`src/rtl/motor_status_monitor.sv`:
```
// motor_status_monitor: synchronise and debounce motor power-fail / end-switch lines,
// latch sticky faults and switch events, and raise a summary interrupt once armed.
module motor_status_debounce #(
    parameter int DEBOUNCE_CYCLES = 1000,
    parameter bit RESET_VAL       = 1'b0
) (
    input  logic clk_ix,
    input  logic rstn_ix,
    input  logic raw_i,
    output logic deb_o
);
    localparam int CW = $clog2(DEBOUNCE_CYCLES + 1);
    localparam logic [CW-1:0] LAST = CW'(DEBOUNCE_CYCLES - 1);

    logic          s1_q, s2_q, deb_q, deb_d;
    logic [CW-1:0] cnt_q, cnt_d;

    always_comb begin
        deb_d = (s2_q != deb_q && cnt_q == LAST) ? s2_q : deb_q;
        cnt_d = (s2_q == deb_q || cnt_q == LAST) ? '0 : cnt_q + CW'(1);
    end

    always_ff @(posedge clk_ix or negedge rstn_ix) begin
        if (!rstn_ix) begin
            s1_q  <= RESET_VAL;
            s2_q  <= RESET_VAL;
            deb_q <= RESET_VAL;
            cnt_q <= '0;
        end else begin
            s1_q  <= raw_i;
            s2_q  <= s1_q;
            deb_q <= deb_d;
            cnt_q <= cnt_d;
        end
    end

    assign deb_o = deb_q;
endmodule

module motor_status_monitor #(
    parameter int NUM_MOTORS       = 16,
    parameter int DEBOUNCE_CYCLES  = 1000,
    parameter bit PFAIL_ACTIVE_LOW = 1'b1
) (
    input  logic                  clk_ix,
    input  logic                  rstn_ix,
    input  logic [1:NUM_MOTORS]   pl_pfail_ix,
    input  logic [1:NUM_MOTORS]   pl_sw_outa_ix,
    input  logic [1:NUM_MOTORS]   pl_sw_outb_ix,
    output logic [1:NUM_MOTORS]   sw_a_ox,
    output logic [1:NUM_MOTORS]   sw_b_ox,
    output logic [1:NUM_MOTORS]   pfail_ox,
    output logic [1:NUM_MOTORS]   fault_ox,
    input  logic [1:NUM_MOTORS]   fault_clear_ix,
    output logic [1:NUM_MOTORS]   event_pending_ox,
    input  logic [1:NUM_MOTORS]   event_ack_ix,
    output logic                  irq_ox,
    output logic                  ready_ox
);
    localparam int AW = $clog2(DEBOUNCE_CYCLES + 3);
    localparam logic [AW-1:0] ARM_LAST = AW'(DEBOUNCE_CYCLES + 2);

    logic [AW-1:0]       arm_q, arm_d;
    logic                ready_q, ready_d, irq_q, irq_d;
    logic [1:NUM_MOTORS] pf_deb, chg;
    logic [1:NUM_MOTORS] prev_a_q, prev_b_q, fault_q, fault_d, event_q, event_d;

    for (genvar i = 1; i <= NUM_MOTORS; i++) begin : g_ch
        motor_status_debounce #(.DEBOUNCE_CYCLES(DEBOUNCE_CYCLES), .RESET_VAL(1'b0)) u_a (
            .clk_ix(clk_ix), .rstn_ix(rstn_ix), .raw_i(pl_sw_outa_ix[i]), .deb_o(sw_a_ox[i]));
        motor_status_debounce #(.DEBOUNCE_CYCLES(DEBOUNCE_CYCLES), .RESET_VAL(1'b0)) u_b (
            .clk_ix(clk_ix), .rstn_ix(rstn_ix), .raw_i(pl_sw_outb_ix[i]), .deb_o(sw_b_ox[i]));
        motor_status_debounce #(.DEBOUNCE_CYCLES(DEBOUNCE_CYCLES), .RESET_VAL(PFAIL_ACTIVE_LOW)) u_p (
            .clk_ix(clk_ix), .rstn_ix(rstn_ix), .raw_i(pl_pfail_ix[i]), .deb_o(pf_deb[i]));
    end

    assign pfail_ox = pf_deb ^ {NUM_MOTORS{PFAIL_ACTIVE_LOW}};
    // a debounced change is visible for exactly the one cycle before prev catches up
    assign chg      = (sw_a_ox ^ prev_a_q) | (sw_b_ox ^ prev_b_q);

    always_comb begin
        arm_d   = (ready_q || arm_q == ARM_LAST) ? arm_q : arm_q + AW'(1);
        ready_d = ready_q | (arm_q == ARM_LAST);
        fault_d = ({NUM_MOTORS{ready_q}} & pfail_ox) | (fault_q & ~(fault_clear_ix & ~pfail_ox));
        event_d = ({NUM_MOTORS{ready_q}} & chg) | (event_q & ~event_ack_ix);
        irq_d   = |{fault_q, event_q};
    end

    always_ff @(posedge clk_ix or negedge rstn_ix) begin
        if (!rstn_ix) begin
            arm_q    <= '0;
            ready_q  <= 1'b0;
            irq_q    <= 1'b0;
            prev_a_q <= '0;
            prev_b_q <= '0;
            fault_q  <= '0;
            event_q  <= '0;
        end else begin
            arm_q    <= arm_d;
            ready_q  <= ready_d;
            irq_q    <= irq_d;
            prev_a_q <= sw_a_ox;
            prev_b_q <= sw_b_ox;
            fault_q  <= fault_d;
            event_q  <= event_d;
        end
    end

    assign fault_ox         = fault_q;
    assign event_pending_ox = event_q;
    assign irq_ox           = irq_q;
    assign ready_ox         = ready_q;
endmodule

```
`config.mk`:
```
export PLATFORM = sky130hd
export DESIGN_NAME = motor_status_monitor
export DESIGN_NICKNAME = d
export VERILOG_FILES = /design/src/rtl/motor_status_monitor.sv
export SDC_FILE = /design/constraint.sdc
export NUM_CORES = 1
export LEC_CHECK = 0
export BUFFER_PORTS_ARGS = -buffer_cell sky130_fd_sc_hd__buf_4
export CAP_MARGIN = 0
export CORE_ASPECT_RATIO = 0.75
export CORE_MARGIN = 3
export CORE_UTILIZATION = 60
export CTS_BUF_LIST = sky130_fd_sc_hd__clkbuf_8
export DETAILED_ROUTE_END_ITERATION = 12
export GPL_TIMING_DRIVEN = 0
export HOLD_SLACK_MARGIN = 0.12
export PLACE_DENSITY_LB_ADDON = 0.05
export SKIP_CTS_REPAIR_TIMING = 1
export SLEW_MARGIN = 40
export SYNTH_ARGS = -nofsm -noshare
export SYNTH_HDL_FRONTEND = slang
export SYNTH_SLANG_ARGS = --single-unit
```
`constraint.sdc`:
```
create_clock -name clk_ix -period 1.85 [get_ports clk_ix]
set_input_delay 0.0925 -clock clk_ix [delete_from_list [all_inputs] [get_ports clk_ix]]
set_output_delay 0.0925 -clock clk_ix [all_outputs]
set_load 0.05 [all_outputs]
```
==> reports/qor.csv <==
stage;metric;value;unit
outcome;status;finished, final reports clean;
route;metal1 wirelength;29400;um
cts;CTS sink count;700;
cts;CTS Buf Count;104;
final_layout;layout cells sized above 1;14.0;%
final_layout;P&R area growth vs syn;19.1;%
sta;Setup Total Neg Slack;0;ns
synth;Gate Count Post-Synth;2840;
sta;Finish-stage setup viols;0;
sta;Clock Skew;0.0171;ns
floorplanning;Die H;201;um
route;highest metal used;met4;
critical_path;crit end category;flop;
cts;H-tree depth;3;
grt;vias in the first global route;21900;
synth;post-synth top area share;53.4;%
place;post-DP HPWL;41200;um
cts;clk slew on worst S/H paths;0.07;ns
sta;Worst Max-Slew Pin Slew;0.925;ns
grt;first-pass GRT wire length;104000;um
route;total iterations of the first detailed-routing run;5;
floorplanning;Core Box Area;49600;um2
critical_path;Crit Path Class;flop to flop;
sta;fmax;0.571;GHz
cts;Skew-Pair Late Insertion Delay;0.69;ns
synth;fraction of the yosys area taken by sequential cells;57.5;%
synth;syn avg cell area;10.8;um2
place;Final GP Congestion;0.848;
critical_path;slowest stage delay, CP;0.48;ns
critical_path;required time of the critical path;2.41;ns
final_layout;utilization after layout;73.4;%
route;Vias;23200;
floorplanning;full die area;53700;um2
cts;CTS tree;done;
synth;number of synthesized flops with an enable pin;0;
sta;Final Critical Period;1.75;ns
synth;post-synthesis cell type with the largest combined area;dfrtp_1;
critical_path;CP max stage cell;nor4_2;
critical_path;Arr. time, crit path;2.31;ns
synth;post-synthesis register bit count;700;
sta;Final Hold Viols;0;
final_layout;nets;3390;
sta;Slew Limit Fails;0;
sta;Slew headroom;37.7;%
synth;ys flop type;dfrtp_1;
min_path;Hold Crit Class;primary input to async pin;
route;Starting DRT DRC Count;1628;
power;power per cell area;824;nW/um2
critical_path;Startpoint Class;flop;
route;Vias per Instance;5.82;
route;wire length per cell;15.9;um
final_layout;largest registers;g_ch.u_a.cnt_q: 160 flops, g_ch.u_b.cnt_q: 160 flops, g_ch.u_p.cnt_q: 160 flops;
floorplanning;I/O Pins;164;
critical_path;crit-path max FO;3;
route;post-route ant nets;0;
route;Routed met3 length;2810;um
sta;RSZ-0062 raised after global routing;no;
sta;final period utilization;94.7;%
route;WL final;63500;um
route;metal2 WL;29800;um
floorplanning;Initial Util;61.7;%
cts;root buffer cell;clkbuf_8;
synth;Synth Net Count;2972;
final_layout;fill count;3470;
synth;post-synth cell types;41;
synth;ranking of synthesized cells by area;dfrtp_1 53%, dfstp_2 4.1%, a21oi_1 3.9%, xor2_1 3.8%, nor2_1 3.7%;
synth;YS warnings;0;
power;Max IR drop VDD;0.735;mV
place;IO buf count;163;
synth;FFs w/ async S/R, synth;100;%
critical_path;critical path, cell by cell;nor4_2 > nand4_1 > or2_2;
grt;Congestion Overflow GR;0;
run;max_cap viols;0;
grt;GRT Util Overall;22.8;%
route;DRC;0;
grt;largest net degree at the start of global routing;118;
floorplanning;die width;267;um
power;Static Leak;16.0;nW
grt;initial antenna violation count;0;
cts;Clock Tree Buf Depth;3;
synth;synthesized cell area;30600;um2
floorplanning;Cell Rows;70;
[cells in the mapped netlist (50+ instances only)]
master / count
or3_1: 181
xor2_1: 134
nand3_1: 192
ha_1: 50
dfrtp_1: 652
nand4_1: 143
or4_1: 57
nand2_1: 98
o31ai_1: 59
o21ai_0: 215
inv_1: 102
xnor2_1: 99
nor2_1: 302
a21oi_1: 239
[report_power, final]
| part | internal (mW) | switching (mW) |
|---|---|---|
| combinational | 0.674 | 0.824 |
| sequential | 15.7 | 0.293 |
| clock | 6.65 | 5.83 |
[final timing paths]
| check | depth (start not counted) | end | start | slack (ns) |
|---|---|---|---|---|
| worst max register to register | 3 | irq_ox | event_pending_ox[7] | 0.1 |
| max in group asynchronous | 4 | g_ch[10].u_a.cnt_q[6] | rstn_ix | 0.62 |
| worst min-delay path | 3 | g_ch[11].u_p.cnt_q[6] | rstn_ix | 0.1 |
| worst max-delay path | 3 | irq_ox | event_pending_ox[7] | 0.1 |
| worst min register to register | 0 | g_ch[13].u_a.s2_q | g_ch[13].u_a.s1_q | 0.35 |
| min in group clk_ix | 3 | event_pending_ox[14] | event_ack_ix[14] | 0.14 |
[cell usage in the layout (no fill, tap or decap), types with 98 or more instances in the layout]
master,synthesis,routed
dlygate4sd3_1,0,143
buf_4,32,194
xnor2_1,99,99
a21oi_1,239,239
inv_1,102,137
dfrtp_1,652,652
xor2_1,134,134
or3_1,181,181
nand3_1,192,192
nand4_1,143,143
o21ai_0,215,215
nor2_1,302,302
nand2_1,98,98
clkbuf_8,0,135
[per-stage QoR]
step	setup slack [ns]	hold WS, ns	cell area [um2]	total power, mW	std cells
2_1_floorplan	0.340	-0.203	30600	16.8	2840
3_3_place_gp	-6.81	0.202	32600	17.4	3651
3_5_place_dp	-0.188	-0.00961	32800	17.5	3657
4_1_cts	-0.247	-0.783	34900	30.1	3845
5_1_grt	0.0116	0.116	36400	31.3	3988
6_report	0.0972	0.0952	36400	30.0	3989
[per-layer routing]
metal,track usage (%),vias to the layer above
li1,-,11200
met1,32.6,11400
met2,35.7,475
met3,4.35,111
met4,7.44,0
met5,0,-
[critical path, delay by kind of cell, from the launching register on]
family / cells / cell delay [ns]
AND/OR/NAND/NOR: 3 / 1.20
flip-flops: 1 / 0.42
[final cells by class]
cell class	instances	area [um2]	share of cell area, %
diodes	1	2.50	0.00687
flip-flops and latches	700	17600	48.3
plain buffers	36	262	0.718
multi-input cells	2001	12400	34.0
clock inverters	53	246	0.677
well taps	648	811	2.23
inverters	102	383	1.05
repair buffers	313	2870	7.88
clock buffers	135	1860	5.10
[logic make-up after synthesis]
logic type	count (synthesis)	synth area share, %
AND/OR/NAND/NOR	1089	19.0
adder cells (fa/ha/maj)	50	2.05
buffers and inverters	139	2.10
multiplexers	49	1.80
AO/OA/AOI/OAI	580	10.9
XOR/XNOR	233	6.68
flip-flops	700	57.5
Power figures use the tool's default switching activity.
